### config.mk
export PLATFORM = sky130hd
export DESIGN_NAME = muldiv_unit
export DESIGN_NICKNAME = d
export VERILOG_FILES = /design/src/rtl/muldiv_unit.sv
export SDC_FILE = /design/constraint.sdc
export NUM_CORES = 1
export LEC_CHECK = 0
export ABC_CLOCK_PERIOD_IN_PS = 10300
export BUFFER_PORTS_ARGS = -buffer_cell sky130_fd_sc_hd__buf_2
export CAP_MARGIN = 20
export CORE_ASPECT_RATIO = 1.75
export CORE_MARGIN = 2
export CORE_UTILIZATION = 65
export CTS_BUF_LIST = sky130_fd_sc_hd__clkbuf_4
export DETAILED_ROUTE_END_ITERATION = 10
export PLACE_DENSITY = 0.85
export SLEW_MARGIN = 20
export SYNTH_ARGS = -nofsm -noshare
export SYNTH_HDL_FRONTEND = slang
export SYNTH_SLANG_ARGS = --single-unit
### constraint.sdc
create_clock -name clk -period 10.3 [get_ports clk]
set_clock_uncertainty 0.05 [all_clocks]
set_input_delay 2.06 -clock clk [delete_from_list [all_inputs] [get_ports clk]]
set_output_delay 2.06 -clock clk [all_outputs]
set_load 0.005 [all_outputs]
### src/rtl/muldiv_unit.sv
// rtl/muldiv_unit.sv - iterative RV32M multiply/divide unit (shift-add multiply, restoring divide)
module muldiv_unit #(
    parameter int XLEN = 32
) (
    input  logic            clk,
    input  logic            reset,
    input  logic            start,
    input  logic            flush,
    input  logic [2:0]      funct3,
    input  logic [XLEN-1:0] rs1_data,
    input  logic [XLEN-1:0] rs2_data,
    input  logic [4:0]      rd_in,
    output logic            busy,
    output logic            done,
    output logic [XLEN-1:0] result,
    output logic [4:0]      rd_out,
    output logic            wb_en
);
    localparam int CW = $clog2(XLEN);

    localparam logic [2:0] S_IDLE = 3'd0;
    localparam logic [2:0] S_CALC = 3'd1;
    localparam logic [2:0] S_FIN  = 3'd2;
    localparam logic [2:0] S_DONE = 3'd3;
    localparam logic [2:0] S_FIX  = 3'd4;

    logic [2:0]        state_q, state_d;
    logic [CW-1:0]     cnt_q, cnt_d;
    logic [2:0]        f3_q, f3_d;
    logic [2*XLEN-1:0] prod_q, prod_d;
    logic [XLEN-1:0]   mcand_q, mcand_d;
    logic              sa_q, sa_d, sb_q, sb_d;
    logic [4:0]        rd_lat_q, rd_lat_d;
    logic [XLEN-1:0]   result_q, result_d;
    logic [4:0]        rd_out_q, rd_out_d;
    logic              done_q, done_d;

    logic              accept;
    logic              sa_in, sb_in;
    logic [XLEN-1:0]   a_mag, b_mag;
    logic              div0, ovf;
    logic [XLEN-1:0]   special_res;
    logic [XLEN:0]     madd;
    logic [XLEN:0]     rsh, diff;
    logic              ge;
    logic [2*XLEN-1:0] mul_next, div_next, prod_neg;
    logic [XLEN-1:0]   quo, rem, fin_res;

    assign busy   = (state_q == S_CALC) || (state_q == S_FIN) || (state_q == S_FIX);
    assign done   = done_q;
    assign result = result_q;
    assign rd_out = rd_out_q;
    assign wb_en  = done_q && (rd_out_q != 5'd0);
    assign accept = start && !busy && !flush;

    always_comb begin
        sa_in = 1'b0;
        sb_in = 1'b0;
        case (funct3)
            3'd1, 3'd4, 3'd6: begin sa_in = rs1_data[XLEN-1]; sb_in = rs2_data[XLEN-1]; end
            3'd2:             sa_in = rs1_data[XLEN-1];
            default: ;
        endcase
        a_mag = sa_in ? -rs1_data : rs1_data;
        b_mag = sb_in ? -rs2_data : rs2_data;

        div0 = funct3[2] && (rs2_data == '0);
        ovf  = funct3[2] && !funct3[0] && (rs1_data == {1'b1, {(XLEN-1){1'b0}}})
               && (rs2_data == '1);
        if (div0) special_res = funct3[1] ? rs1_data : '1;
        else      special_res = funct3[1] ? '0 : rs1_data;

        // Multiply: {hi, multiplier} shifts right; hi accumulates the multiplicand.
        madd     = {1'b0, prod_q[2*XLEN-1:XLEN]} + (prod_q[0] ? {1'b0, mcand_q} : '0);
        mul_next = {madd, prod_q[XLEN-1:1]};

        // Divide: {remainder, dividend/quotient} shifts left; quotient bits enter at LSB.
        rsh      = {prod_q[2*XLEN-1:XLEN], prod_q[XLEN-1]};
        diff     = rsh - {1'b0, mcand_q};
        ge       = !diff[XLEN];
        div_next = {(ge ? diff[XLEN-1:0] : rsh[XLEN-1:0]), prod_q[XLEN-2:0], ge};

        prod_neg = -prod_q;
        quo = (sa_q ^ sb_q) ? -prod_q[XLEN-1:0] : prod_q[XLEN-1:0];
        rem = sa_q ? -prod_q[2*XLEN-1:XLEN] : prod_q[2*XLEN-1:XLEN];
        if (f3_q[2])
            fin_res = f3_q[1] ? rem : quo;
        else if (f3_q == 3'd0)
            fin_res = prod_q[XLEN-1:0];
        else
            fin_res = (sa_q ^ sb_q) ? prod_neg[2*XLEN-1:XLEN] : prod_q[2*XLEN-1:XLEN];
    end

    always_comb begin
        state_d  = state_q;
        cnt_d    = cnt_q;
        f3_d     = f3_q;
        prod_d   = prod_q;
        mcand_d  = mcand_q;
        sa_d     = sa_q;
        sb_d     = sb_q;
        rd_lat_d = rd_lat_q;
        result_d = result_q;
        rd_out_d = rd_out_q;
        done_d   = 1'b0;

        case (state_q)
            S_IDLE, S_DONE: begin
                state_d = S_IDLE;
                if (accept) begin
                    f3_d     = funct3;
                    sa_d     = sa_in;
                    sb_d     = sb_in;
                    rd_lat_d = rd_in;
                    cnt_d    = '0;
                    if (div0 || ovf) begin
                        prod_d  = {{XLEN{1'b0}}, special_res};
                        state_d = S_FIX;
                    end else begin
                        prod_d  = {{XLEN{1'b0}}, (funct3[2] ? a_mag : b_mag)};
                        mcand_d = funct3[2] ? b_mag : a_mag;
                        state_d = S_CALC;
                    end
                end
            end
            S_CALC: begin
                prod_d = f3_q[2] ? div_next : mul_next;
                cnt_d  = cnt_q + 1'b1;
                if (cnt_q == CW'(XLEN-1))
                    state_d = S_FIN;
            end
            S_FIN: begin
                result_d = fin_res;
                rd_out_d = rd_lat_q;
                done_d   = 1'b1;
                state_d  = S_DONE;
            end
            S_FIX: begin
                result_d = prod_q[XLEN-1:0];
                rd_out_d = rd_lat_q;
                done_d   = 1'b1;
                state_d  = S_DONE;
            end
            default: state_d = S_IDLE;
        endcase

        // An aborted op must leave the last completed result untouched.
        if (flush) begin
            state_d  = S_IDLE;
            done_d   = 1'b0;
            result_d = result_q;
            rd_out_d = rd_out_q;
        end
    end

    always_ff @(posedge clk or negedge reset) begin
        if (!reset) begin
            state_q  <= S_IDLE;
            cnt_q    <= '0;
            f3_q     <= '0;
            prod_q   <= '0;
            mcand_q  <= '0;
            sa_q     <= 1'b0;
            sb_q     <= 1'b0;
            rd_lat_q <= '0;
            result_q <= '0;
            rd_out_q <= '0;
            done_q   <= 1'b0;
        end else begin
            state_q  <= state_d;
            cnt_q    <= cnt_d;
            f3_q     <= f3_d;
            prod_q   <= prod_d;
            mcand_q  <= mcand_d;
            sa_q     <= sa_d;
            sb_q     <= sb_d;
            rd_lat_q <= rd_lat_d;
            result_q <= result_d;
            rd_out_q <= rd_out_d;
            done_q   <= done_d;
        end
    end
endmodule

Yosys cells after proc, flatten, opt, wreduce, memory -nomap -nowiden
Cells that the tools add are included.
{"block": "op_classes", "mux": 31, "eq_ne": 13, "reduce_logical": 29, "n_bitwise": 3, "n_addsub": 8}
{"cell": "32-bit 2-to-1 mux", "n": 16}
{"cell": "64-bit 2-to-1 mux", "n": 2}
{"cell": "32-bit negator", "n": 4}
{"cell": "64-bit case mux with 2 select lines", "n": 1}
{"cell": "32-bit equality test, second input constant", "n": 2}
{"cell": "64-bit negator", "n": 1}
{"cell": "32-bit case mux with 2 select lines", "n": 1}
{"cell": "32-bit by 32-bit adder with 33-bit output", "n": 1}
{"cell": "33-bit by 32-bit subtractor with 33-bit output", "n": 1}
{"cell": "32-bit logical NOT", "n": 1}
{"cell": "3-bit 2-to-1 mux", "n": 4}
{"cell": "5-bit case mux with 2 select lines", "n": 1}
{"cell": "3-bit by 2-bit equality test with 1-bit output, second input constant", "n": 3}
{"cell": "3-bit equality test, second input constant", "n": 3}
{"cell": "3-bit case mux with 3 select lines", "n": 1}
{"cell": "2-bit AND reduction", "n": 4}
{"cell": "1-bit logical AND", "n": 7}
{"cell": "3-bit by 1-bit equality test with 1-bit output, second input constant", "n": 2}
{"cell": "3-bit logical NOT", "n": 2}
{"cell": "5-bit by 1-bit adder with 5-bit output, second input constant", "n": 1}
{"cell": "5-bit equality test, second input constant", "n": 1}
{"cell": "5-bit 2-to-1 mux", "n": 1}
{"cell": "5-bit nonzero test", "n": 1}
{"cell": "1-bit logical NOT", "n": 4}
{"cell": "other kinds (11)", "n": 19}
{"block": "word_totals", "reg_bits": 152, "inputBits": 76, "wordCells": 95}

Depth between registers and ports, before layout
{"block": "depth", "depth_word": 9, "mapped_depth": 16, "depth_no_buf": 14}

Worst setup path after synthesis
Ideal clock, no wire load.
{"block": "synth_path", "kind": "input to register", "from": "input port rs2_data[25]", "to": "register prod_q[4]", "stages": 11, "n_path_buf": 3, "path_slack_ns": 5.438, "required_time_ns": 10.111, "setup_time_ns": 0.139, "arrival_time_ns": 4.673, "cell_sequence": "or4_4 > or4_4 > or2_1 > or4b_1 > buf_2 > nor2_4 > nor3_1 > buf_2 > buf_2 > o211ai_1 > o211ai_1"}
{"block": "synth_between", "elab_chain_len": 6, "elab_cells_between_ends": 9, "classes_between": "eq/ne (1); mux (4); reduce/logical (4)"}
{"element": "from (decl)", "line_no": "11", "text": "input logic [XLEN-1:0] rs2_data,"}
{"element": "32-bit logical NOT / 32-bit equality test (equally long branches)", "line_no": "67, 69"}
{"element": "1-bit logical AND (on tied branches)", "line_no": "67, 69"}
{"element": "32-bit 2-to-1 mux / 1-bit logical OR (equally long branches)", "line_no": "70, 116"}
{"element": "32-bit 2-to-1 mux *", "line_no": "116", "text": "if (div0 || ovf) begin"}
{"element": "64-bit 2-to-1 mux *", "line_no": "110", "text": "if (accept) begin"}
{"element": "64-bit case mux with 2 select lines *", "line_no": "107", "text": "case (state_q)"}
{"element": "to (signal assigned)", "line_no": "173", "text": "prod_q <= prod_d;"}
{"element": "to (decl)", "line_no": "30", "text": "logic [2*XLEN-1:0] prod_q, prod_d;"}
Mark *: on every way between the ends. The rest lies on a longest branch, timed or not. The select of a mux whose other input is x is not followed.
A chain may end at the register's enable or synchronous reset.

Final worst setup path
{"block": "layout_path", "from": "input port rs2_data[5]", "to": "register prod_q[5]"}
{"block": "layout_between", "elab_chain_len": 6, "elab_cells_between_ends": 12, "classes_between": "add/sub (1); eq/ne (1); mux (6); reduce/logical (4)"}
{"element": "32-bit negator (tied with other cells)", "line_no": "65", "text": "b_mag = sb_in ? -rs2_data : rs2_data;"}
{"element": "32-bit 2-to-1 mux (tied with other cells)", "line_no": "65"}
{"element": "32-bit 2-to-1 mux (tied with other cells)", "line_no": "120", "text": "prod_d = {{XLEN{1'b0}}, (funct3[2] ? a_mag : b_mag)};"}
{"element": "32-bit 2-to-1 mux *", "line_no": "116"}
{"element": "64-bit 2-to-1 mux *", "line_no": "110"}
{"element": "64-bit case mux with 2 select lines *", "line_no": "107"}
Marked as above.

==> flow_summary_export.csv <==
group,metric,value,unit
sta,fmax,193,MHz
sta,period_needed,5.18,ns
floorplanning,die_y,211,um
clocking,cts_resized,0,
power,swShare,55.5,%
clocking,numClockSinks,152,
floorplanning,core_area,23900,sq um
power,switching_power,2.96,mW
setup_path,crit_fanout,37,
clocking,clock_path_buffers,2,
hold_path,min_path_type,"reg2reg",
routing,wl_per_cell,24.7,um
floorplanning,die_w,122,um
power,power_density,320,nW/um^2
routing,drc,0,
synthesis,synth_seq_cells,152,
sta,drv_slew,0,
clocking,clk_pin_slew_worst_paths,0.13,ns
synthesis,yosysSeqAreaShare,24.0,%
hold_path,min_path_cells,2,
floorplanning,start_util,66.2,%
setup_path,cp.arrival,5.62,ns
power,p_int,2.37,mW
clocking,hold_buffers,0,
sta,holdWs,0.438,ns
power,combPwrFrac,68.1,%
global_route,antenna_found_initial,3,
placement,gp_congestion,1.06,
clocking,htree_levels,4,
synthesis,ys_types,79,
synthesis,ys.flop_type,"dfrtp_1",
clocking,cts_buffers,17,
synthesis,yosys_warnings,0,
floorplanning,boundaryPins,116,
global_route,grt_pass1_vias,16900,
setup_path,crit_required,10.74,ns
setup_path,ff2ff_setup_slack,5.52,ns
setup_path,endpoint_kind,"flip-flop",
floorplanning,die_area,25700,sq um
sta,rsz0062_at_grt,"false",
clocking,clk_latency,0.66,ns
synthesis,postSynthCellCount,2175,
setup_path,critPathKind,"in2reg",
routing,antenna_left,0,
setup_path,critPathLaunchType,"input port",
power,power,5.34,mW
power,p_clk_share,6.8,%
placement,portBuffers,115,
power,seqPwrFrac,25.1,%
sta,tns,0,ns
sta,slew-limit-headroom,22.9,%
routing,detail_route.iter0.violations,2190,
setup_path,r2r_end,"prod_q[63]",
final_layout,drive_gt1_share,9.45,%
sta,hold_violations,0,
sta,worst_slew_pin_slew,1.15,ns
synthesis,syn_nets,2324,
routing,drt_first_pass_iters,9,
power,leakage,7.22,nW
global_route,grt_start_max_net_pins,121,
clocking,cts_root_buf,"clkbuf_4",
outcome,status,"completed",
power,vdd_drop_max,0.000214,V
setup_path,path_cells,"buf_2 -> or4_1 -> or3_1 -> nor3_1 -> nand3_1 -> nor2_4 -> nor2_2 -> nand2_2 -> o221ai_1",
sta,setup_viol,0,
sta,fin_ws,5.12,ns
setup_path,crit_end,"prod_q[5]",
setup_path,crit_start,"rs2_data[5]",
synthesis,syn_avg_cell_area,7.29,sq um
synthesis,synth_enable_flop_cells,0,
global_route,grt_pass1_wl,93.9,mm
placement,pre_cts_ws,4.52,ns
setup_path,max_stage_delay,0.57,ns
global_route,track_usage,48.1,%
placement,dp_hpwl,47.1,mm
final_layout,area_growth,5.25,%
routing,via_per_inst,7.10,
run,max_cap_violations,0,
setup_path,cp_slowest_cell,"nand2_2",
setup_path,r2r-start,"prod_q[0]",
floorplanning,rows,75,
synthesis,synthArstFlopShare,100,%
final_layout,nNetsFinal,2316,
clocking,postCtsSetupBuffers,0,
routing,vias,17700,
clocking,cts_tree,"yes",
final_layout,final.fill_count,2058,
global_route,grt-ovfl-total,0,
synthesis,synth_area,15800,sq um
setup_path,rr_worst_depth,14,
routing,wl,61.6,mm
sta,fin_crit_sh,50.3,%
## kinds of logic after synthesis
| family | share of synthesized area, % |
|---|---|
| flip-flops | 24.0 |
| AO/OA/AOI/OAI | 27.4 |
| AND/OR/NAND/NOR | 22.6 |
| buffers and inverters | 5.46 |
| multiplexers | 3.67 |
| XOR/XNOR | 10.9 |
| adder cells (fa/ha/maj) | 5.86 |
## worst max-delay path: cells and delay by family
| kind | cells | cell delay (ns) |
|---|---|---|
| compound gates | 1 | 0.25 |
| buf+inv | 1 | 0.13 |
| simple gates | 7 | 3.14 |
## cells in the mapped netlist (8+ instances only)
| library cell | number | area share [%] |
|---|---|---|
| nor2b_1 | 21 | 0.83 |
| and3_1 | 10 | 0.39 |
| o22ai_1 | 9 | 0.36 |
| o21ai_0 | 195 | 6.2 |
| or4_1 | 12 | 0.57 |
| ha_1 | 71 | 5.6 |
| inv_1 | 59 | 1.4 |
| nand3_1 | 49 | 1.5 |
| a21o_1 | 34 | 1.6 |
| o31ai_1 | 32 | 1.5 |
| o21a_1 | 15 | 0.71 |
| buf_1 | 11 | 0.26 |
| mux2i_1 | 57 | 3.6 |
| clkbuf_1 | 142 | 3.4 |
| a22oi_1 | 23 | 1.1 |
| a221oi_1 | 12 | 0.66 |
| or3_1 | 17 | 0.67 |
| xnor2_1 | 107 | 5.9 |
| a211oi_1 | 20 | 0.95 |
| xor2_1 | 89 | 4.9 |
| o211ai_1 | 26 | 1.2 |
| a21oi_1 | 173 | 5.5 |
| buf_2 | 10 | 0.32 |
| dfrtp_1 | 152 | 24 |
| nand2b_1 | 24 | 0.95 |
| o41ai_1 | 8 | 0.44 |
| nor2_1 | 247 | 5.8 |
| o21ai_1 | 17 | 0.54 |
| nor4_1 | 26 | 1.0 |
| nor3_1 | 55 | 1.7 |
| nand2_1 | 244 | 5.8 |
| and2_1 | 17 | 0.67 |
| a31oi_1 | 40 | 1.6 |
| nand4_1 | 16 | 0.63 |
| o221ai_1 | 30 | 1.7 |
## cell type report
class | instances | area [sq um] | share of cell area, %
timing repair buffer | 138 | 761 | 4.56
multi-input combinational | 1798 | 11200 | 67.4
antenna | 3 | 7.51 | 0.0450
inverter | 60 | 225 | 1.35
tap | 308 | 385 | 2.31
sequential | 152 | 3800 | 22.8
clock inverter | 15 | 129 | 0.773
clock buffer | 17 | 128 | 0.765
## layer usage
metal | track usage, % | vias to the layer above | routed length (um) | part of all wire, %
met5 | 0 | - | 0 | 0
met3 | 10.6 | 447 | 5610 | 9.1
li1 | - | 7822 | - | -
met4 | 49.4 | 0 | 7760 | 13
met2 | 76.7 | 1217 | 28200 | 46
met1 | 50.0 | 8199 | 20100 | 33
## sequential cells by signal, indices dropped and copies added, names as in the netlist
signal and cells:
f3_q 3, state_q 3, result 32, rd_lat_q 5
prod_q 64, sa_q 1, cnt_q 5, done 1
mcand_q 32, sb_q 1, rd_out 5
## metrics by stage
stage / std cells / area (sq um) / util [%]
floorplan: 2175 / 15800 / -
global placement: 2455 / 16400 / 68.5
detailed placement: 2455 / 16400 / 68.5
CTS: 2487 / 16700 / 69.6
global route: 2491 / 16700 / 69.7
finish: 2491 / 16700 / 69.7
## cell usage in the layout, fill, tap and decap left out, types with 26 or more instances in the layout
master    count
nand2_1     244
o31ai_1      32
o21ai_0     195
buf_2       113
nor2_1      243
nand3_1      49
inv_1        59
dfrtp_1     151
o221ai_1     30
a31oi_1      40
ha_1         71
xor2_1       88
nor4_1       26
a21oi_1     173
o211ai_1     26
xnor2_1     106
mux2i_1      57
a21o_1       34
nor3_1       54
## power by group through the flow
stage	registers, mW	logic (mW)	clock network [mW]
6_report	1.34	3.64	0.362
5_1_grt	1.35	3.93	0.388
4_1_cts	1.30	3.51	0.363
3_5_place_dp	1.31	3.49	0
3_3_place_gp	1.30	3.39	0
2_1_floorplan	0.985	2.76	0
## how the worst min path moves through the flow
| stage | startpoint | slack [ns] | endpoint |
|---|---|---|---|
| 2_1_floorplan | rd_lat_q[0] | 0.39 | rd_out[0] |
| 3_3_place_gp | rd_lat_q[3] | 0.40 | rd_out[3] |
| 3_5_place_dp | result[13] | 0.41 | result[13] |
| 4_1_cts | result[13] | 0.44 | result[13] |
| 5_1_grt | result[13] | 0.47 | result[13] |
| 6_report | result[13] | 0.44 | result[13] |
(Power assumes the default switching activity.)
